## config.mk

```make
export PLATFORM = sky130hd
export DESIGN_NAME = pong_game_control_flat
export DESIGN_NICKNAME = d
export VERILOG_FILES = /design/src/rtl/pong_game_control_if.sv /design/src/rtl/pong_game_control.sv /design/src/flat_wrapper.sv
export SDC_FILE = /design/constraint.sdc
export NUM_CORES = 1
export LEC_CHECK = 0
export CAP_MARGIN = 10
export CORE_ASPECT_RATIO = 0.8
export CORE_MARGIN = 5
export CORE_UTILIZATION = 45
export DETAILED_ROUTE_END_ITERATION = 10
export GPL_ROUTABILITY_DRIVEN = 1
export PLACE_DENSITY = 0.67
export SYNTH_ARGS = -nofsm -noshare
export SYNTH_HDL_FRONTEND = slang
export SYNTH_SLANG_ARGS = --single-unit
```

## constraint.sdc

```tcl
create_clock -name i_Clk -period 3.5 [get_ports i_Clk]
set_clock_uncertainty 0.15 [all_clocks]
set_input_delay 0.35 -clock i_Clk [delete_from_list [all_inputs] [get_ports i_Clk]]
set_output_delay 0.35 -clock i_Clk [all_outputs]
set_load 0.05 [all_outputs]
```

## src/rtl/pong_game_control_if.sv

```systemverilog
// Signal bundle between the pong game controller and its paddle/video neighbours.
// The slave side is the controller itself; the master side drives paddles, grid position and start.
interface pong_game_control_if;
  logic       i_Game_Start;
  logic [5:0] i_Paddle_P1_Y;
  logic [5:0] i_Paddle_P2_Y;
  logic [5:0] i_ColCount_Div;
  logic [5:0] i_RowCount_Div;
  logic       o_Game_Active;
  logic       o_DrawBall;
  logic [5:0] o_Ball_X;
  logic [5:0] o_Ball_Y;
  logic [3:0] o_P1_Score;
  logic [3:0] o_P2_Score;
  logic [1:0] o_Winner;

  modport master (
    output i_Game_Start, i_Paddle_P1_Y, i_Paddle_P2_Y, i_ColCount_Div, i_RowCount_Div,
    input  o_Game_Active, o_DrawBall, o_Ball_X, o_Ball_Y, o_P1_Score, o_P2_Score, o_Winner
  );

  modport slave (
    input  i_Game_Start, i_Paddle_P1_Y, i_Paddle_P2_Y, i_ColCount_Div, i_RowCount_Div,
    output o_Game_Active, o_DrawBall, o_Ball_X, o_Ball_Y, o_P1_Score, o_P2_Score, o_Winner
  );
endinterface

```

## src/rtl/pong_game_control.sv

```systemverilog
// Pong game sequencer: state machine, ball motion, paddle hit/miss, scoring.
// Ball draw strobe has one clock of latency; no backpressure, inputs are sampled every clock.
module pong_game_control #(
  parameter int c_GAME_WINDOW_WIDTH  = 40,
  parameter int c_GAME_WINDOW_HEIGHT = 30,
  parameter int c_PADDLE_HEIGHT      = 6,
  parameter int c_BALL_DELAY_CYCLES  = 1250000,
  parameter int c_SERVE_TICKS        = 20,
  parameter int c_WIN_SCORE          = 9
) (
  input  logic                i_Clk,
  input  logic                i_Reset,
  pong_game_control_if.slave  gif
);

  localparam int CW = (c_BALL_DELAY_CYCLES > 1) ? $clog2(c_BALL_DELAY_CYCLES) : 1;
  localparam int SW = (c_SERVE_TICKS > 1) ? $clog2(c_SERVE_TICKS) : 1;

  localparam logic [CW-1:0] TICK_LAST  = CW'(c_BALL_DELAY_CYCLES - 1);
  localparam logic [SW-1:0] SERVE_LAST = SW'(c_SERVE_TICKS - 1);
  localparam logic [5:0]    X_CENTRE   = 6'(c_GAME_WINDOW_WIDTH / 2);
  localparam logic [5:0]    Y_CENTRE   = 6'(c_GAME_WINDOW_HEIGHT / 2);
  localparam logic [5:0]    X_P1_HIT   = 6'd1;
  localparam logic [5:0]    X_P2_HIT   = 6'(c_GAME_WINDOW_WIDTH - 2);
  localparam logic [5:0]    X_P2_BACK  = 6'(c_GAME_WINDOW_WIDTH - 3);
  localparam logic [5:0]    Y_BOTTOM   = 6'(c_GAME_WINDOW_HEIGHT - 1);
  localparam logic [6:0]    PADDLE_EXT = 7'(c_PADDLE_HEIGHT);
  localparam logic [3:0]    WIN_SCORE  = 4'(c_WIN_SCORE);
  localparam logic [1:0]    WIN_NONE   = 2'b00;
  localparam logic [1:0]    WIN_P1     = 2'b01;
  localparam logic [1:0]    WIN_P2     = 2'b10;

  typedef enum logic [1:0] {IDLE, SERVE, RUNNING, GAME_OVER} state_t;

  state_t        state_q;
  logic [CW-1:0] tick_cnt_q;
  logic [SW-1:0] serve_cnt_q;
  logic [5:0]    ball_x_q, ball_y_q;
  logic          dir_x_q;   // 1 = moving right (towards P2)
  logic          dir_y_q;   // 1 = moving down
  logic [3:0]    p1_score_q, p2_score_q;
  logic [1:0]    winner_q;
  logic          draw_q;

  logic       active, tick;
  logic       p1_cover, p2_cover;
  logic       p1_point, p2_point;
  logic [5:0] ball_x_d, ball_y_d;
  logic       dir_x_d, dir_y_d;
  logic [3:0] p1_score_d, p2_score_d;

  always_comb begin
    active = (state_q == SERVE) || (state_q == RUNNING);
    tick   = active && (tick_cnt_q == TICK_LAST);

    // 7-bit compare so a paddle near the bottom of the 6-bit range cannot wrap.
    p1_cover = ({1'b0, gif.i_Paddle_P1_Y} <= {1'b0, ball_y_q}) &&
               ({1'b0, ball_y_q} <= ({1'b0, gif.i_Paddle_P1_Y} + PADDLE_EXT));
    p2_cover = ({1'b0, gif.i_Paddle_P2_Y} <= {1'b0, ball_y_q}) &&
               ({1'b0, ball_y_q} <= ({1'b0, gif.i_Paddle_P2_Y} + PADDLE_EXT));

    dir_y_d  = dir_y_q;
    ball_y_d = ball_y_q;
    if (dir_y_q) begin
      if (ball_y_q == Y_BOTTOM) begin
        dir_y_d  = 1'b0;
        ball_y_d = ball_y_q - 6'd1;
      end else begin
        ball_y_d = ball_y_q + 6'd1;
      end
    end else begin
      if (ball_y_q == 6'd0) begin
        dir_y_d  = 1'b1;
        ball_y_d = ball_y_q + 6'd1;
      end else begin
        ball_y_d = ball_y_q - 6'd1;
      end
    end

    dir_x_d  = dir_x_q;
    ball_x_d = ball_x_q;
    p1_point = 1'b0;
    p2_point = 1'b0;
    if (!dir_x_q && (ball_x_q == X_P1_HIT)) begin
      if (p1_cover) begin
        dir_x_d  = 1'b1;
        ball_x_d = 6'd2;
      end else begin
        p2_point = 1'b1;
      end
    end else if (dir_x_q && (ball_x_q == X_P2_HIT)) begin
      if (p2_cover) begin
        dir_x_d  = 1'b0;
        ball_x_d = X_P2_BACK;
      end else begin
        p1_point = 1'b1;
      end
    end else begin
      ball_x_d = dir_x_q ? (ball_x_q + 6'd1) : (ball_x_q - 6'd1);
    end

    p1_score_d = (p1_score_q == 4'd15) ? 4'd15 : (p1_score_q + 4'd1);
    p2_score_d = (p2_score_q == 4'd15) ? 4'd15 : (p2_score_q + 4'd1);
  end

  always_ff @(posedge i_Clk or posedge i_Reset) begin
    if (i_Reset) begin
      state_q     <= IDLE;
      tick_cnt_q  <= '0;
      serve_cnt_q <= '0;
      ball_x_q    <= X_CENTRE;
      ball_y_q    <= Y_CENTRE;
      dir_x_q     <= 1'b1;
      dir_y_q     <= 1'b1;
      p1_score_q  <= 4'd0;
      p2_score_q  <= 4'd0;
      winner_q    <= WIN_NONE;
      draw_q      <= 1'b0;
    end else begin
      draw_q <= active && (gif.i_ColCount_Div == ball_x_q) && (gif.i_RowCount_Div == ball_y_q);
      if (active) begin
        tick_cnt_q <= tick ? '0 : (tick_cnt_q + CW'(1));
      end

      case (state_q)
        IDLE, GAME_OVER: begin
          tick_cnt_q <= '0;
          if (gif.i_Game_Start) begin
            state_q     <= SERVE;
            serve_cnt_q <= '0;
            ball_x_q    <= X_CENTRE;
            ball_y_q    <= Y_CENTRE;
            dir_x_q     <= 1'b1;
            dir_y_q     <= 1'b1;
            p1_score_q  <= 4'd0;
            p2_score_q  <= 4'd0;
            winner_q    <= WIN_NONE;
          end
        end

        SERVE: begin
          if (tick) begin
            if (serve_cnt_q == SERVE_LAST) begin
              state_q     <= RUNNING;
              serve_cnt_q <= '0;
            end else begin
              serve_cnt_q <= serve_cnt_q + SW'(1);
            end
          end
        end

        RUNNING: begin
          if (tick) begin
            if (p1_point || p2_point) begin
              // Rally over: re-centre and serve towards whoever just conceded.
              ball_x_q    <= X_CENTRE;
              ball_y_q    <= Y_CENTRE;
              serve_cnt_q <= '0;
              tick_cnt_q  <= '0;
              if (p1_point) begin
                p1_score_q <= p1_score_d;
                dir_x_q    <= 1'b1;
                if (p1_score_d == WIN_SCORE) begin
                  state_q  <= GAME_OVER;
                  winner_q <= WIN_P1;
                end else begin
                  state_q <= SERVE;
                end
              end else begin
                p2_score_q <= p2_score_d;
                dir_x_q    <= 1'b0;
                if (p2_score_d == WIN_SCORE) begin
                  state_q  <= GAME_OVER;
                  winner_q <= WIN_P2;
                end else begin
                  state_q <= SERVE;
                end
              end
            end else begin
              ball_x_q <= ball_x_d;
              ball_y_q <= ball_y_d;
              dir_x_q  <= dir_x_d;
              dir_y_q  <= dir_y_d;
            end
          end
        end

        default: state_q <= IDLE;
      endcase
    end
  end

  assign gif.o_Game_Active = active;
  assign gif.o_DrawBall    = draw_q;
  assign gif.o_Ball_X      = ball_x_q;
  assign gif.o_Ball_Y      = ball_y_q;
  assign gif.o_P1_Score    = p1_score_q;
  assign gif.o_P2_Score    = p2_score_q;
  assign gif.o_Winner      = winner_q;

endmodule
```

## src/flat_wrapper.sv

```systemverilog
// flat-port wrapper written by rule: the top's interface ports become plain ports
module pong_game_control_flat 
#(
  parameter int c_GAME_WINDOW_WIDTH  = 40,
  parameter int c_GAME_WINDOW_HEIGHT = 30,
  parameter int c_PADDLE_HEIGHT      = 6,
  parameter int c_BALL_DELAY_CYCLES  = 1250000,
  parameter int c_SERVE_TICKS        = 20,
  parameter int c_WIN_SCORE          = 9
)
  (i_Clk, i_Reset, gif_i_Game_Start, gif_i_Paddle_P1_Y, gif_i_Paddle_P2_Y, gif_i_ColCount_Div, gif_i_RowCount_Div, gif_o_Game_Active, gif_o_DrawBall, gif_o_Ball_X, gif_o_Ball_Y, gif_o_P1_Score, gif_o_P2_Score, gif_o_Winner);
  pong_game_control_if gif_i ();
  input  logic i_Clk;
  input  logic i_Reset;
  input wire logic [$bits(gif_i.i_Game_Start)-1:0] gif_i_Game_Start;
  input wire logic [$bits(gif_i.i_Paddle_P1_Y)-1:0] gif_i_Paddle_P1_Y;
  input wire logic [$bits(gif_i.i_Paddle_P2_Y)-1:0] gif_i_Paddle_P2_Y;
  input wire logic [$bits(gif_i.i_ColCount_Div)-1:0] gif_i_ColCount_Div;
  input wire logic [$bits(gif_i.i_RowCount_Div)-1:0] gif_i_RowCount_Div;
  output wire logic [$bits(gif_i.o_Game_Active)-1:0] gif_o_Game_Active;
  output wire logic [$bits(gif_i.o_DrawBall)-1:0] gif_o_DrawBall;
  output wire logic [$bits(gif_i.o_Ball_X)-1:0] gif_o_Ball_X;
  output wire logic [$bits(gif_i.o_Ball_Y)-1:0] gif_o_Ball_Y;
  output wire logic [$bits(gif_i.o_P1_Score)-1:0] gif_o_P1_Score;
  output wire logic [$bits(gif_i.o_P2_Score)-1:0] gif_o_P2_Score;
  output wire logic [$bits(gif_i.o_Winner)-1:0] gif_o_Winner;
  assign gif_i.i_Game_Start = gif_i_Game_Start;
  assign gif_i.i_Paddle_P1_Y = gif_i_Paddle_P1_Y;
  assign gif_i.i_Paddle_P2_Y = gif_i_Paddle_P2_Y;
  assign gif_i.i_ColCount_Div = gif_i_ColCount_Div;
  assign gif_i.i_RowCount_Div = gif_i_RowCount_Div;
  assign gif_o_Game_Active = gif_i.o_Game_Active;
  assign gif_o_DrawBall = gif_i.o_DrawBall;
  assign gif_o_Ball_X = gif_i.o_Ball_X;
  assign gif_o_Ball_Y = gif_i.o_Ball_Y;
  assign gif_o_P1_Score = gif_i.o_P1_Score;
  assign gif_o_P2_Score = gif_i.o_P2_Score;
  assign gif_o_Winner = gif_i.o_Winner;
  pong_game_control #(.c_GAME_WINDOW_WIDTH(c_GAME_WINDOW_WIDTH), .c_GAME_WINDOW_HEIGHT(c_GAME_WINDOW_HEIGHT), .c_PADDLE_HEIGHT(c_PADDLE_HEIGHT), .c_BALL_DELAY_CYCLES(c_BALL_DELAY_CYCLES), .c_SERVE_TICKS(c_SERVE_TICKS), .c_WIN_SCORE(c_WIN_SCORE)) u_core (.i_Clk(i_Clk), .i_Reset(i_Reset), .gif(gif_i));
endmodule
```

# Word-level counts from Yosys, hierarchy flattened
# Cells that the tools add are included.
# word_totals
reg_bits	53
latchBits	0
mem_bits_rw	0
mem_bits_ro	0
inputBits	27
mem_count	0
# op_classes
add_sub_neg	10
mul	0
div	0
magnitude_cmp	4
n_eq_ne	28
shift	0
muxes	74
bitwise	0
reduce_logical	23
# ops
cell	n
2-to-1 mux 21 bit	4
2-to-1 mux 6 bit	14
one-hot mux 21 bit (2 select lines)	1
2-to-1 mux 4 bit	9
2-to-1 mux 2 bit	14
2-to-1 mux 5 bit	5
one-hot mux 6 bit (2 select lines)	2
adder 21 x 1 -> 21 bit, second input constant	1
== test 21 bit, second input constant	1
AND reduction 5 bit	4
2-to-1 mux 1 bit	18
== test 4 bit, second input constant	4
one-hot mux 4 bit (2 select lines)	2
one-hot mux 5 bit (3 select lines)	1
adder 6 x 3 -> 7 bit, second input constant	2
<= comparator 6 x 7 -> 1 bit	2
adder 6 x 1 -> 6 bit, second input constant	2
== test 6 bit	2
<= comparator 6 bit	2
AND reduction 6 bit	2
subtractor 6 x 1 -> 6 bit, second input constant	2
inequality test 2 bit, second input constant	5
adder 4 x 1 -> 4 bit, second input constant	2
inequality test 4 x 3 -> 1 bit, second input constant	2
other kinds (24)	36

# Logic depth before layout (Yosys ltp)
# depth
word_depth	10
ltp_mapped	13
depth_no_buf	12

# Least setup slack after synthesis
# OpenSTA, ideal clock, no wires.
# synth_path
path_kind	reg2reg
startpoint	reg u_core.ball_y_q[4], in the netlist u_core.gif.o_Ball_Y[4]
endpoint	reg u_core.serve_cnt_q[4]
setup_ps	126
arrival_time_ps	2840
t_required_ps	3224
setup_slack_ps	384
stages_incl_launch_ff	10
period_less_slack_ps	3116
cell_sequence	dfrtp_1 inv_1 ha_1 nand3_1 or4_1 o211ai_1 a31oi_4 a22oi_2 nand2b_2 a221o_1
# synth_via
elab_chain_cells	8
word_cells_on_any_way	14
# synth_lines
item	line_no	rtl
start, declared	pong_game_control.sv:38	logic [5:0] ball_x_q, ball_y_q;
start signal, assigned	pong_game_control.sv:181	ball_y_q <= ball_y_d;
<= comparator 6 x 7 -> 1 bit or <= comparator 6 bit (tied branches)	pong_game_control.sv:60, pong_game_control.sv:59	
logical AND 1 bit	pong_game_control.sv:59	p2_cover = ({1'b0, gif.i_Paddle_P2_Y} <= {1'b0, ball_y_q}) &&
2-to-1 mux 1 bit	pong_game_control.sv:92	if (p2_cover) begin
2-to-1 mux 1 bit	pong_game_control.sv:91	end else if (dir_x_q && (ball_x_q == X_P2_HIT)) begin
2-to-1 mux 1 bit	pong_game_control.sv:84	if (!dir_x_q && (ball_x_q == X_P1_HIT)) begin
logical OR 1 bit (*)	pong_game_control.sv:154	if (p1_point || p2_point) begin
inequality test 2 bit (no line) (*)	-	
AND reduction 4 bit (no line) (*)	-	
end signal, assigned	pong_game_control.sv:147	serve_cnt_q <= serve_cnt_q + SW'(1);
end, declared	pong_game_control.sv:37	logic [SW-1:0] serve_cnt_q;
# Mark *: on every way between the ends. The rest lies on a longest branch, timed or not.
# A chain may end at the register's enable or synchronous reset.

# Final worst setup path
# layout_path
startpoint	in gif_i_Paddle_P2_Y[2]
endpoint	reg u_core.serve_cnt_q[3]
# layout_via
elab_chain_cells	9
word_cells_on_any_way	10
# layout_lines
item	line_no	rtl
start, declared	flat_wrapper.sv:17	input wire logic [$bits(gif_i.i_Paddle_P2_Y)-1:0] gif_i_Paddle_P2_Y;
adder 6 x 3 -> 7 bit	pong_game_control.sv:60	({1'b0, ball_y_q} <= ({1'b0, gif.i_Paddle_P2_Y} + PADDLE_EXT));
<= comparator 6 x 7 -> 1 bit	pong_game_control.sv:60	
logical AND 1 bit (*)	pong_game_control.sv:59	
2-to-1 mux 1 bit (*)	pong_game_control.sv:92	
2-to-1 mux 1 bit (*)	pong_game_control.sv:91	
2-to-1 mux 1 bit (*)	pong_game_control.sv:84	
logical OR 1 bit (*)	pong_game_control.sv:154	
inequality test 2 bit (no line) (*)	-	
AND reduction 4 bit (no line) (*)	-	
# Marks and branches as above.

==> impl_results.md <==
- Buffers on Ports: 50
- CTS Buf Count: 5
- Synth warn: 0
- Clock tree from TritonCTS: built
- Unrepaired setup endpoints after global routing: false
- Leak: 2.16 nW
- Worst path arrival time: 3.22 ns
- Largest net degree at the start of global routing: 54
- Reg2reg end: u_core.gif.o_Winner[1]
- Met2 routed WL: 4680 µm
- Synthesized instance count: 461
- Peak Freq: 313 MHz
- Yosys cell types: 65
- CP Launch Type: primary input
- Yosys top cell area share: 0.275
- Gr usage total: 0.202
- Commonest non-fill, non-tap cells in the layout: 50 x clkdlybuf4s50_1, 45 x dfrtp_1, 43 x ha_1
- Hold WC Path Type: reg -> reg
- Critical path buffers and inverters: 4
- Async S/R FF share, synth: 1.00
- Met3 wire length: 533 µm
- Top routing layer used: met4
- H-Tree Depth: 2
- Crit path required time: 3.53 ns
- DRC viols: 0
- Worst-path clk slew: 0.07 ns
- IO Pins: 51
- Mapped Avg Cell Area: 8.87 µm²
- Routed vias: 3695
- Worst Hold Launch: u_core.tick_cnt_q[1]
- Synth Flop Type: dfrtp_1
- Worst slew pin tran: 0.672 ns
- FF-to-FF setup slack: 0.50 ns
- # diodes: 0
- Pwr Total: 2.72 mW
- R2r startpoint: u_core.state_q[0]
- Outcome: completed
- Vias in the first global route: 3678
- Met1 wire length: 5290 µm
- Die span in y: 95.3 µm
- Post-route minimum period: 3.19 ns
- Vias/cell: 5.78
- Nets@finish: 593
- #FFs+latches synth: 53
- Die width: 117 µm
- Placer Congestion: 0.801
- Synth top area cells: dfrtp_1 28%, ha_1 13%, dfstp_2 5.1%
- Routed len/inst: 16.6 µm
- Core area: 8960 µm²
- Post-synth EDFFs: 0
- Row cnt: 31
- Fin util: 0.555
- Worst vdd ir: 0.000358 V
- Final Hold Viols: 0
- Maximum fanout along the worst path: 9
- Register area share after synthesis: 0.327
- FF-to-FF path depth: 9
- Slew Limit Fails: 0
- CP Cell Sequence: clkdlybuf4s50_1 > inv_1 > ha_1 > nor2_1 > xnor2_1 > ha_1 > o21a_1 > o21ai_0 > a31oi_1 > a21oi_1 > buf_4 > a22oi_2 > buf_4 > nand2b_2 > a221o_1
- Initial DRC Count: 140
- Post-CTS setup buffer count: 0
- WHS: 0.387 ns
- Congestion Overflow GR: 0
- Largest area contributor in the netlist: dfrtp_1
- Hold Crit Endpoint: u_core.tick_cnt_q[1]
- Hpwl dp: 7950 µm
- Max stage delay cell, worst path: clkdlybuf4s50_1
- Net count after synthesis: 531
- Routed WL: 10600 µm
- Crit path max-delay family: compound AO/OA/AOI/OAI gates
- Rel. slew slack: 0.552
- Area delta synth->final: 21.6%
- Post-synthesis cell area: 4090 µm²
- Max-cap violations: 0
- ANT nets after route: 0
- Pre-Repair DR Iteration Count: 5
- Initial Util: 0.456
- CTS Sinks: 53
- CP Class: in -> reg
- WHS Path Cells: 2
- PD cells: 548 nW/µm²
- Crit end category: flop
- Initial antenna violation count: 0
- Clock Path Buffers: 2
- Most common cell after layout, fill and taps aside: clkdlybuf4s50_1
- Final Cycle Share: 0.911
- Layout cells sized above 1: 0.103
- Final Setup Violations: 0
- Delay of the slowest cell on the worst path: 0.53 ns
- Clk_lat worst skew: 0.29 ns
- Die area: 11100 µm²
- First-pass GRT wire length: 18000 µm
- Root buf cell: clkbuf_16
==> report_power, final <==
| part | internal (mW) | switching, mW | leakage (nW) | total, mW |
|---|---|---|---|---|
| registers | 0.686 | 0.0473 | 0.706 | 0.734 |
| logic | 0.543 | 0.940 | 1.38 | 1.48 |
| clock network | 0.269 | 0.238 | 0.0704 | 0.507 |
| total | 1.50 | 1.22 | 2.16 | 2.72 |
==> metrics by stage <==
step           setup TNS, ns  area (µm²)  cells  worst slack [ns]
2_1_floorplan              0        4090    461             0.384
3_3_place_gp               0        4820    631            0.0665
3_5_place_dp        -0.00553        4820    631          -0.00455
4_1_cts                    0        4970    639             0.315
5_1_grt                    0        4970    639            0.0598
6_report                   0        4970    639             0.310
==> Yosys cell counts (all sizes together), types with 4 or more instances <==
master	instances
and3	6
inv	30
a2bb2oi	7
nand2	38
xor2	19
nor4	9
nor2	38
ha	43
o31ai	10
buf	8
a31oi	7
nand3	19
nor3	7
nand4	8
dfstp	8
a21oi	25
nand2b	7
nor2b	4
dfrtp	45
o21ai	30
nor4b	5
clkbuf	8
xnor2	18
a21o	5
==> cells by family after synthesis <==
kind of cell               synth area share
AOI/OAI and AO/OA                     0.201
DFF                                   0.327
buffers and inverters                0.0459
and+or+nand+nor                       0.210
adders and majority gates             0.132
xor gates and xnor gates             0.0793
muxes                               0.00551
==> area by class of cell <==
type	count	area, µm²
clock buffers	5	125
fillers	795	3990
repair buffers	71	658
multi-input cells	362	2570
flip-flops and latches	53	1340
inverters	30	113
well taps	115	144
clock inverters	3	25.0
==> worst register-to-register path, delay by kind of cell (launching register included) <==
family / cells / cell delay, ns
AO/OA/AOI/OAI: 3 / 0.71
adder cells (fa/ha/maj): 1 / 0.33
buffers and inverters: 1 / 0.06
flip-flops: 1 / 0.40
AND/OR/NAND/NOR: 4 / 1.29
==> how the worst max path moves through the flow <==
stage	end	depth (start not counted)	startpoint	slack, ns
final	u_core.serve_cnt_q[3]	15	gif_i_Paddle_P2_Y[2]	0.31
after global routing	u_core.serve_cnt_q[3]	15	gif_i_Paddle_P2_Y[2]	0.06
after CTS	u_core.serve_cnt_q[3]	15	gif_i_Paddle_P2_Y[2]	0.31
after detailed placement	u_core.serve_cnt_q[4]	15	gif_i_Paddle_P2_Y[2]	-0.005
after global placement	u_core.serve_cnt_q[4]	15	gif_i_Paddle_P2_Y[2]	0.07
after floorplan	u_core.serve_cnt_q[4]	9	u_core.gif.o_Ball_Y[4]	0.38
==> layer usage <==
metal | GRT usage | vias up
met3 | 0.0362 | 9
met1 | 0.299 | 1798
met2 | 0.309 | 84
li1 | - | 1804
met5 | 0 | -
met4 | 0.0430 | 0
==> sequential cells by signal, summed over array words and instances, names as in the netlist <==
name,cells
u_core.state_q,2
u_core.tick_cnt_q,21
u_core.gif.o_P2_Score,4
u_core.dir_y_q,1
u_core.dir_x_q,1
u_core.gif.o_Ball_Y,6
u_core.gif.o_P1_Score,4
u_core.serve_cnt_q,5
u_core.gif.o_DrawBall,1
u_core.gif.o_Ball_X,6
u_core.gif.o_Winner,2
==> repair_timing <==
action                                 4_1_cts  5_1_grt
hold buffers                                 0        0
resized for setup                            0        1
endpoints found under the hold margin        0        0
setup endpoints to repair                    0        1
(Power assumes the default switching activity.)
